===== config.mk =====
export PLATFORM = sky130hd
export DESIGN_NAME = signal_aspect_monitor
export DESIGN_NICKNAME = d
export VERILOG_FILES = /design/src/rtl/signal_aspect_pkg.sv /design/src/rtl/signal_aspect_monitor_tracker.sv /design/src/rtl/signal_aspect_monitor.sv
export SDC_FILE = /design/constraint.sdc
export NUM_CORES = 1
export LEC_CHECK = 0
export BUFFER_PORTS_ARGS = -buffer_cell sky130_fd_sc_hd__buf_2
export CAP_MARGIN = 20
export CORE_AREA = 2 2 69 71
export DETAILED_ROUTE_END_ITERATION = 10
export DIE_AREA = 0 0 71 73
export PLACE_DENSITY_LB_ADDON = 0.2
export SLEW_MARGIN = 20
export SYNTH_ARGS = -nofsm -noshare
export SYNTH_HDL_FRONTEND = slang
export SYNTH_SLANG_ARGS = --single-unit

===== constraint.sdc =====
create_clock -name CK -period 3.55 [get_ports CK]
set_input_delay 0.355 -clock CK [delete_from_list [all_inputs] [get_ports CK]]
set_output_delay 0.355 -clock CK [all_outputs]
set_load 0.01 [all_outputs]

===== src/rtl/signal_aspect_pkg.sv =====
// Shared types for the signal aspect monitor: aspect encoding, fault codes, FSM states.
package signal_aspect_pkg;

  typedef enum logic [1:0] {ASP_R, ASP_Y, ASP_G, ASP_BAD} aspect_e;

  typedef enum logic [1:0] {ST_STARTUP, ST_MONITOR, ST_FAULT} state_e;

  localparam logic [2:0] FC_NONE      = 3'd0;
  localparam logic [2:0] FC_CONFLICT  = 3'd1;
  localparam logic [2:0] FC_ILLEGAL   = 3'd2;
  localparam logic [2:0] FC_SEQ       = 3'd3;
  localparam logic [2:0] FC_SHORT_YLW = 3'd4;
  localparam logic [2:0] FC_STUCK     = 3'd5;

  // Exactly one lamp lit is a legal aspect; anything else is ASP_BAD.
  function automatic aspect_e encode_aspect(input logic g, input logic y, input logic r);
    aspect_e a;
    case ({g, y, r})
      3'b100:  a = ASP_G;
      3'b010:  a = ASP_Y;
      3'b001:  a = ASP_R;
      default: a = ASP_BAD;
    endcase
    return a;
  endfunction

endpackage


===== src/rtl/signal_aspect_monitor_tracker.sv =====
// Per-direction aspect tracker: previous aspect, saturating dwell counter and
// the per-direction fault flags evaluated against the registered inputs.
module aspect_tracker
  import signal_aspect_pkg::*;
#(
  parameter int CNT_W     = 8,
  parameter int MIN_YLW   = 3,
  parameter int MAX_DWELL = 255
) (
  input  logic ck,
  input  logic clr,
  input  logic g,
  input  logic y,
  input  logic r,
  output logic bad,
  output logic seq_err,
  output logic short_ylw,
  output logic stuck,
  output logic not_red
);

  aspect_e            cur, prev;
  logic [CNT_W-1:0]   dwell;
  logic               changed;
  logic               legal_step;

  assign cur     = encode_aspect(g, y, r);
  assign changed = (cur != prev);

  // Coming out of a bad aspect is not a sequence error; ILLEGAL already covers it.
  always_comb begin
    legal_step = 1'b1;
    case (prev)
      ASP_G:   legal_step = (cur == ASP_Y);
      ASP_Y:   legal_step = (cur == ASP_R);
      ASP_R:   legal_step = (cur == ASP_G);
      default: legal_step = 1'b1;
    endcase
  end

  assign bad       = (cur == ASP_BAD);
  assign seq_err   = changed && !bad && !legal_step;
  assign short_ylw = (prev == ASP_Y) && (cur == ASP_R) && (dwell < CNT_W'(MIN_YLW));
  assign stuck     = !changed && (dwell == CNT_W'(MAX_DWELL));
  assign not_red   = (cur != ASP_R);

  always_ff @(posedge ck) begin
    if (clr) begin
      prev  <= ASP_R;
      dwell <= '0;
    end else begin
      prev <= cur;
      if (changed)
        dwell <= CNT_W'(1);
      else if (dwell != CNT_W'(MAX_DWELL))
        dwell <= dwell + 1'b1;
    end
  end

endmodule


===== src/rtl/signal_aspect_monitor.sv =====
// Safety monitor between the traffic-light controller and the lamp drivers:
// passes legal aspects through, latches the first fault and flashes red after it.
module signal_aspect_monitor
  import signal_aspect_pkg::*;
#(
  parameter int CNT_W          = 8,
  parameter int MIN_YLW        = 3,
  parameter int MAX_DWELL      = 255,
  parameter int STARTUP_CYCLES = 16,
  parameter int FLASH_HALF     = 8
) (
  input  logic       CK,
  input  logic       CLR,
  input  logic       GRN1,
  input  logic       YLW1,
  input  logic       RED1,
  input  logic       GRN2,
  input  logic       YLW2,
  input  logic       RED2,
  output logic       LAMP_G1,
  output logic       LAMP_Y1,
  output logic       LAMP_R1,
  output logic       LAMP_G2,
  output logic       LAMP_Y2,
  output logic       LAMP_R2,
  output logic       FAULT,
  output logic [2:0] FAULT_CODE
);

  // Index 0 is direction 1, index 1 is direction 2.
  logic [1:0]       s_g, s_y, s_r;
  logic [1:0]       lamp_g, lamp_y, lamp_r;
  logic [1:0]       bad, seq_err, short_ylw, stuck, not_red;
  logic [CNT_W-1:0] start_cnt, flash_cnt;
  logic [2:0]       code;
  state_e           state, state_nxt;

  for (genvar d = 0; d < 2; d++) begin : g_dir
    aspect_tracker #(
      .CNT_W    (CNT_W),
      .MIN_YLW  (MIN_YLW),
      .MAX_DWELL(MAX_DWELL)
    ) u_trk (
      .ck       (CK),
      .clr      (CLR),
      .g        (s_g[d]),
      .y        (s_y[d]),
      .r        (s_r[d]),
      .bad      (bad[d]),
      .seq_err  (seq_err[d]),
      .short_ylw(short_ylw[d]),
      .stuck    (stuck[d]),
      .not_red  (not_red[d])
    );
  end

  // Lowest code wins when several conditions hold at once.
  always_comb begin
    code = FC_NONE;
    if (&not_red)        code = FC_CONFLICT;
    else if (|bad)       code = FC_ILLEGAL;
    else if (|seq_err)   code = FC_SEQ;
    else if (|short_ylw) code = FC_SHORT_YLW;
    else if (|stuck)     code = FC_STUCK;
  end

  always_comb begin
    state_nxt = state;
    case (state)
      ST_STARTUP: if (start_cnt == CNT_W'(STARTUP_CYCLES - 1)) state_nxt = ST_MONITOR;
      ST_MONITOR: if (code != FC_NONE) state_nxt = ST_FAULT;
      default:    state_nxt = ST_FAULT;
    endcase
  end

  always_ff @(posedge CK) begin
    if (CLR) begin
      state      <= ST_STARTUP;
      s_g        <= '0;
      s_y        <= '0;
      s_r        <= 2'b11;
      lamp_g     <= '0;
      lamp_y     <= '0;
      lamp_r     <= 2'b11;
      start_cnt  <= '0;
      flash_cnt  <= '0;
      FAULT      <= 1'b0;
      FAULT_CODE <= FC_NONE;
    end else begin
      state <= state_nxt;
      s_g   <= {GRN2, GRN1};
      s_y   <= {YLW2, YLW1};
      s_r   <= {RED2, RED1};
      case (state)
        ST_STARTUP: begin
          start_cnt <= start_cnt + 1'b1;
          lamp_g    <= s_g;
          lamp_y    <= s_y;
          lamp_r    <= s_r;
        end
        ST_MONITOR: begin
          if (code != FC_NONE) begin
            FAULT      <= 1'b1;
            FAULT_CODE <= code;
            lamp_g     <= '0;
            lamp_y     <= '0;
            lamp_r     <= 2'b11;
            flash_cnt  <= '0;
          end else begin
            lamp_g <= s_g;
            lamp_y <= s_y;
            lamp_r <= s_r;
          end
        end
        default: begin
          // Both reds flash in phase; code and flag stay frozen until CLR.
          if (flash_cnt == CNT_W'(FLASH_HALF - 1)) begin
            flash_cnt <= '0;
            lamp_r    <= {2{~lamp_r[0]}};
          end else begin
            flash_cnt <= flash_cnt + 1'b1;
          end
        end
      endcase
    end
  end

  assign LAMP_G1 = lamp_g[0];
  assign LAMP_Y1 = lamp_y[0];
  assign LAMP_R1 = lamp_r[0];
  assign LAMP_G2 = lamp_g[1];
  assign LAMP_Y2 = lamp_y[1];
  assign LAMP_R2 = lamp_r[1];

endmodule


# Word-level counts from Yosys, hierarchy flattened
# Index checks and enable logic that the tools add are counted.
[classes]
addsub = 4
multipliers = 0
div = 0
n_lt_le_gt_ge = 2
n_eq_ne = 27
shift = 0
n_mux = 26
n_bitwise = 2
n_reduce_logical = 38
[ops]
columns = ["op", "count"]
rows = [
  ["8-bit by 1-bit adder with 8-bit output (second input constant)", 4],
  ["8-bit == test (second input constant)", 2],
  ["8-bit by 2-bit less-than comparator with 1-bit output (second input constant)", 2],
  ["8-bit two-way mux", 2],
  ["8-bit inequality test (second input constant)", 2],
  ["2-bit one-hot mux with 2 select lines", 4],
  ["8-bit one-hot mux with 2 select lines", 1],
  ["3-bit two-way mux", 5],
  ["2-bit == test (second input constant)", 6],
  ["2-bit two-way mux", 6],
  ["2-bit one-hot mux with 3 select lines", 2],
  ["2-bit OR reduction", 6],
  ["2-bit by 1-bit == test with 1-bit output (second input constant)", 5],
  ["1-bit logical AND", 10],
  ["2-bit zero test", 5],
  ["2-bit nonzero test", 5],
  ["8-bit by 3-bit == test with 1-bit output (second input constant)", 1],
  ["8-bit by 4-bit == test with 1-bit output (second input constant)", 1],
  ["2-bit AND reduction", 4],
  ["3-bit by 1-bit == test with 1-bit output (second input constant)", 2],
  ["3-bit by 2-bit == test with 1-bit output (second input constant)", 2],
  ["3-bit == test (second input constant)", 2],
  ["1-bit zero test", 6],
  ["1-bit one-hot mux with 3 select lines", 2],
  ["other kinds (5)", 12],
]
[totals]
reg_bits = 54
latch_bits = 0
ramBits = 0
mem_bits_ro = 0
input_bits = 8
out_inout_bits = 10
word_cells = 116
memories = 0

# Logic depth before layout (Yosys ltp)
[logic_depth]
ltp_word = 14
mapped_depth = 8
mapped_depth_nobuf = 7

# Hierarchy
# A second synthesis with hierarchy kept.
[unflattened]
hier_cells = 310
hier_area_um2 = 2763.9
[by_module_without_submodules]
columns = ["module", "instances", "cells_per_inst", "area_per_inst_um2", "seq_area_each_um2"]
rows = [
  ["signal_aspect_monitor", 1, 154, 1435.1, 680.7],
  ["aspect_tracker", 2, 78, 664.4, 200.2],
]

# Worst setup path after synthesis
# No wires, ideal clock.
[synth_timing]
path_kind = "register to register"
start = "register s_r[1]"
end = "register lamp_g[0]"
setup_time_ns = 0.117
t_arrival_ns = 1.802
t_required_ns = 3.433
setup_slack_ns = 1.631
stages_incl_launch_ff = 9
path_buffers = 2
period_less_slack_ns = 1.919
path_cell_list = "dfxtp_1 -> buf_2 -> or3b_1 -> a211oi_1 -> nor3_1 -> and2_4 -> buf_6 -> a31o_4 -> a22o_1"
[synth_between]
elab_chain_len = 14
word_cells_on_any_way = 32
cone_classes = "eq/ne (7); mux (9); reduce/logical (16)"
[synth_rtl]
columns = ["item", "line", "text"]
rows = [
  ["from (decl)", "signal_aspect_monitor.sv:31", "logic [1:0] s_g, s_y, s_r;"],
  ["from (signal assigned)", "signal_aspect_monitor.sv:93", "s_r <= {RED2, RED1};"],
  ["3-bit by 1-bit == test with 1-bit output, or another cell as far along", "signal_aspect_pkg.sv:18", "case ({g, y, r})"],
  ["2-bit one-hot mux with 3 select lines *", "signal_aspect_pkg.sv:18", ""],
  ["2-bit inequality test", "signal_aspect_monitor_tracker.sv:28", "assign changed = (cur != prev);"],
  ["1-bit zero test", "signal_aspect_monitor_tracker.sv:44", "assign stuck = !changed && (dwell == CNT_W'(MAX_DWELL));"],
  ["1-bit logical AND", "signal_aspect_monitor_tracker.sv:44", ""],
  ["2-bit OR reduction", "signal_aspect_monitor.sv:64", "else if (|stuck) code = FC_STUCK;"],
  ["3-bit two-way mux", "signal_aspect_monitor.sv:64", ""],
  ["3-bit two-way mux", "signal_aspect_monitor.sv:63", "else if (|short_ylw) code = FC_SHORT_YLW;"],
  ["3-bit two-way mux", "signal_aspect_monitor.sv:62", "else if (|seq_err) code = FC_SEQ;"],
  ["3-bit two-way mux", "signal_aspect_monitor.sv:61", "else if (|bad) code = FC_ILLEGAL;"],
  ["3-bit two-way mux *", "signal_aspect_monitor.sv:60", "if (&not_red) code = FC_CONFLICT;"],
  ["3-bit nonzero test *", "signal_aspect_monitor.sv:102", "if (code != FC_NONE) begin"],
  ["2-bit two-way mux *", "signal_aspect_monitor.sv:102", ""],
  ["2-bit one-hot mux with 2 select lines *", "signal_aspect_monitor.sv:94", "case (state)"],
  ["to (signal assigned)", "signal_aspect_monitor.sv:97", "lamp_g <= s_g;"],
  ["to (signal assigned)", "signal_aspect_monitor.sv:110", "lamp_g <= s_g;"],
  ["to (decl)", "signal_aspect_monitor.sv:32", "logic [1:0] lamp_g, lamp_y, lamp_r;"],
]
# Mark *: on every way between the ends. The rest lies on a longest branch, timed or not.
# A chain may end at the register's enable or synchronous reset.

# Worst setup path in the final report
[layout_timing]
start = "register s_y[1]"
end = "register lamp_g[1]"
[layout_between]
elab_chain_len = 14
word_cells_on_any_way = 32
cone_classes = "eq/ne (7); mux (9); reduce/logical (16)"
[layout_rtl]
columns = ["item", "line", "text"]
rows = [
  ["from (decl)", "signal_aspect_monitor.sv:31", ""],
  ["from (signal assigned)", "signal_aspect_monitor.sv:92", "s_y <= {YLW2, YLW1};"],
  ["3-bit by 1-bit == test with 1-bit output, or another cell as far along", "signal_aspect_pkg.sv:18", ""],
  ["2-bit one-hot mux with 3 select lines *", "signal_aspect_pkg.sv:18", ""],
  ["2-bit inequality test", "signal_aspect_monitor_tracker.sv:28", ""],
  ["1-bit zero test", "signal_aspect_monitor_tracker.sv:44", ""],
  ["1-bit logical AND", "signal_aspect_monitor_tracker.sv:44", ""],
  ["2-bit OR reduction", "signal_aspect_monitor.sv:64", ""],
  ["3-bit two-way mux", "signal_aspect_monitor.sv:64", ""],
  ["3-bit two-way mux", "signal_aspect_monitor.sv:63", ""],
  ["3-bit two-way mux", "signal_aspect_monitor.sv:62", ""],
  ["3-bit two-way mux", "signal_aspect_monitor.sv:61", ""],
  ["3-bit two-way mux *", "signal_aspect_monitor.sv:60", ""],
  ["3-bit nonzero test *", "signal_aspect_monitor.sv:102", ""],
  ["2-bit two-way mux *", "signal_aspect_monitor.sv:102", ""],
  ["2-bit one-hot mux with 2 select lines *", "signal_aspect_monitor.sv:94", ""],
]
# Marked as above.

==> key figures <==
Flow run
  – Max Cap Viol: 0

Power and ir drop
  – Leakage power: 1.04 nW
  – Combinational power share: 9.5%
  – Worst VDD drop: 0.312 mV
  – Clk pwr share: 31.3%
  – Sw frac: 24.5%
  – Seq pwr share: 59.2%
  – P per Cell Area: 380 mW/mm^2
  – Cell Int Power: 0.000828 W
  – Net Sw Power: 0.000269 W

Finish
  – Layout cell share with drive strength beyond 1: 12.5%
  – Util after Layout: 63.7%
  – Synth-to-layout area growth: 6.07%
  – Multi-input logic area: 0.00154 mm^2
  – Register area: 0.00108 mm^2
  – Post-Layout Inst Area: 0.00289 mm^2
  – Fillers: 397
  – Number of diodes: 0
  – Nets: 332

Logic synthesis
  – Post-synth EDFFs: 0
  – Syn nets: 323
  – Dominant synthesized flop cell: dfxtp_1
  – Post-synthesis register bit count: 54
  – Share of the synthesized area in the top cell type: 39.7%
  – Mean post-synth cell area: 8.75 um^2
  – Synthesized instance count: 311
  – Async set-reset flop share out of synthesis: 0%
  – Post-Syn Area: 0.00272 mm^2
  – Warnings from Yosys: 0
  – Area contributors post-synth: dfxtp_1, nor2_1, xor2_1
  – Post-synthesis sequential area ratio: 39.7%
  – Yosys top cell by area: dfxtp_1
  – Synth cell types: 60

STA
  – Tmin final: 2.17 ns
  – Setup tns final: 0 ns
  – Relative slew slack: 60.0%
  – Fin crit share: 61.2%
  – Final max-slew violation count: 0
  – Worst Max-Slew Pin Slew: 0.600 ns
  – RSZ-0062 raised after global routing: false
  – Setup Viol. Count Final: 0
  – Peak Freq: 460 MHz
  – Hold Vio Cnt, Final: 0
  – Layout Skew: 0.0118 ns

Critical path
  – Setup crit end kind: flip-flop
  – Critical path data arrival time: 2.38 ns
  – Critical Path RT: 3.75 ns
  – Crit-path max FO: 11
  – CP Class: reg -> reg
  – Critical path launch point type: flip-flop

Placement
  – Port bufs: 17
  – HPWL after detailed placement: 3630 um
  – Post-Place Cell Area: 0.00280 mm^2
  – Routability cong.: 0.894

GRT
  – Largest net degree at the start of global routing: 34
  – Vias in the first global route: 1912
  – First-pass GRT wire length: 8670 um
  – Antenna violations before repair: 0
  – Total track usage: 20.8%
  – Grt ovf: 0

Route
  – Vias per cell: 5.91
  – Detail Route Antenna Nets: 0
  – Drt first pass iters: 4
  – Metal3 WL: 175 um
  – Drt total wl: 5020 um
  – DRT iter0 DRCs: 88
  – Met2 wire length: 2370 um
  – DR vias: 2216
  – Top Layer Used: met4
  – WL met1: 2410 um
  – Average wire per cell in the routed design: 13.4 um
  – DR DRC count: 0

Floorplanning
  – # IOs: 18
  – Initial core utilization: 60.0%
  – Die ar.: 0.00518 mm^2
  – Core ar.: 0.00454 mm^2
  – Die height: 73 um
  – Site row count: 25
  – Die W: 71 um

Clock tree
  – Root Buffer Master: clkbuf_8
  – # hold bufs at CTS: 0
  – CTS Buf Count: 5
  – H-tree depth: 2
  – TritonCTS clock tree: yes
  – Longest Clk Path Bufs: 2
  – Clock transition at the registers of the reported paths: 0.09 ns
  – CTS resizes: 0
  – Post-CTS setup repair buffer count: 0
  – Clk Latency, worst-skew pair: 0.31 ns
  – # clock sinks: 54

Min path
  – Worst hold path type: in -> reg

Outcome
  – Status: finished, final reports clean
[final cells by class]
| type | count | share of cell area, % |
|---|---|---|
| multi-input cells | 235 | 53.2 |
| repair buffers | 17 | 2.95 |
| clock buffers | 7 | 2.99 |
| inverters | 7 | 0.910 |
| well taps | 54 | 2.34 |
| clock inverters | 1 | 0.173 |
| flip-flops and latches | 54 | 37.4 |
[path summary, 6_finish.rpt]
path / from / to / slack, ns / depth (start not counted)
setup reg to reg: s_y[1] / lamp_g[1] / 1.38 / 6
setup / recovery: s_y[1] / lamp_g[1] / 1.38 / 6
hold / removal: RED1 / s_r[0] / 0.23 / 2
hold reg to reg: g_dir[1].u_trk.dwell[1] / g_dir[1].u_trk.dwell[1] / 0.47 / 2
[stage by stage]
stage	total power, W	std cells	setup slack, ns	hold slack (ns)
global route	0.00115	375	1.18	0.211
finish	0.00110	375	1.38	0.231
CTS	0.00111	375	1.37	0.223
global placement	0.000765	367	1.44	0.453
detailed placement	0.000768	367	1.38	0.457
floorplan	0.000747	311	1.63	0.444
[worst max-delay path: stages (launching register included)]
cell and delay, ns:
dfxtp_1 0.56, or3b_1 0.41, o2bb2ai_1 0.24, o2bb2ai_2 0.20, a221oi_4 0.16, a31o_4 0.28, a22o_1 0.22
[synthesized netlist by cell type, types with 3 or more instances]
master and number:
nor3_1 13, a31oi_1 4, nor2b_1 7, xor2_1 11, buf_2 6, nand4_1 10, o21ai_0 7, ha_1 4
clkbuf_1 6, inv_1 7, nand3b_1 3, a21oi_1 12, nand3_1 17, a211oi_1 5, nor4bb_1 4, nor3b_1 5
nand2_1 25, dfxtp_1 54, a22o_1 4, xnor2_1 9, nor4b_1 6, or3_1 3, nor2_1 36, and3_1 6
[placed cells by master (no fill, tap or decap), types with 3 or more instances in the layout]
cell type	count
ha_1	4
and3_1	6
nand4_1	10
nor3_1	13
nor2b_1	7
nor2_1	36
xor2_1	11
nand3_1	17
nand2_1	25
clkbuf_8	6
nor3b_1	5
buf_2	17
nor4bb_1	4
nand3b_1	3
inv_1	7
a211oi_1	5
a31oi_1	4
dfxtp_1	54
or3_1	3
a22o_1	4
o21ai_0	7
xnor2_1	9
a21oi_1	12
nor4b_1	6
[kinds of logic (layout without fill, tap and decap cells)]
group           count (synthesis)  in the layout  share of synthesized area, %
xor+xnor                       20             20                          6.43
mux                             2              2                         0.735
compound gates                 54             54                          15.7
fa+ha+maj                       6              6                          2.57
flops                          54             54                          39.7
buf+inv                        22             32                          3.86
simple gates                  153            153                          31.0
[routing by layer]
layer / vias up / global-route usage, %
met5: - / 0
met4: 0 / 7.55
met3: 5 / 4.56
met2: 34 / 34.0
met1: 1032 / 27.3
li1: 1145 / -
[power groups by stage]
stage / sequential, W / clock [W] / combinational (W)
2_1_floorplan: 0.000650 / 0 / 0.0000968
3_3_place_gp: 0.000662 / 0 / 0.000102
3_5_place_dp: 0.000663 / 0 / 0.000105
4_1_cts: 0.000649 / 0.000357 / 0.000105
5_1_grt: 0.000653 / 0.000383 / 0.000117
6_report: 0.000649 / 0.000343 / 0.000105
[registers in the layout, summed over array words and instances (netlist names)]
register           flops
start_cnt              8
g_dir.u_trk.prev       4
FAULT_CODE             3
lamp_r                 2
FAULT                  1
s_y                    2
s_r                    2
lamp_g                 2
g_dir.u_trk.dwell     16
flash_cnt              8
lamp_y                 2
state                  2
s_g                    2
Note: power is estimated with default switching activity, not from simulation.
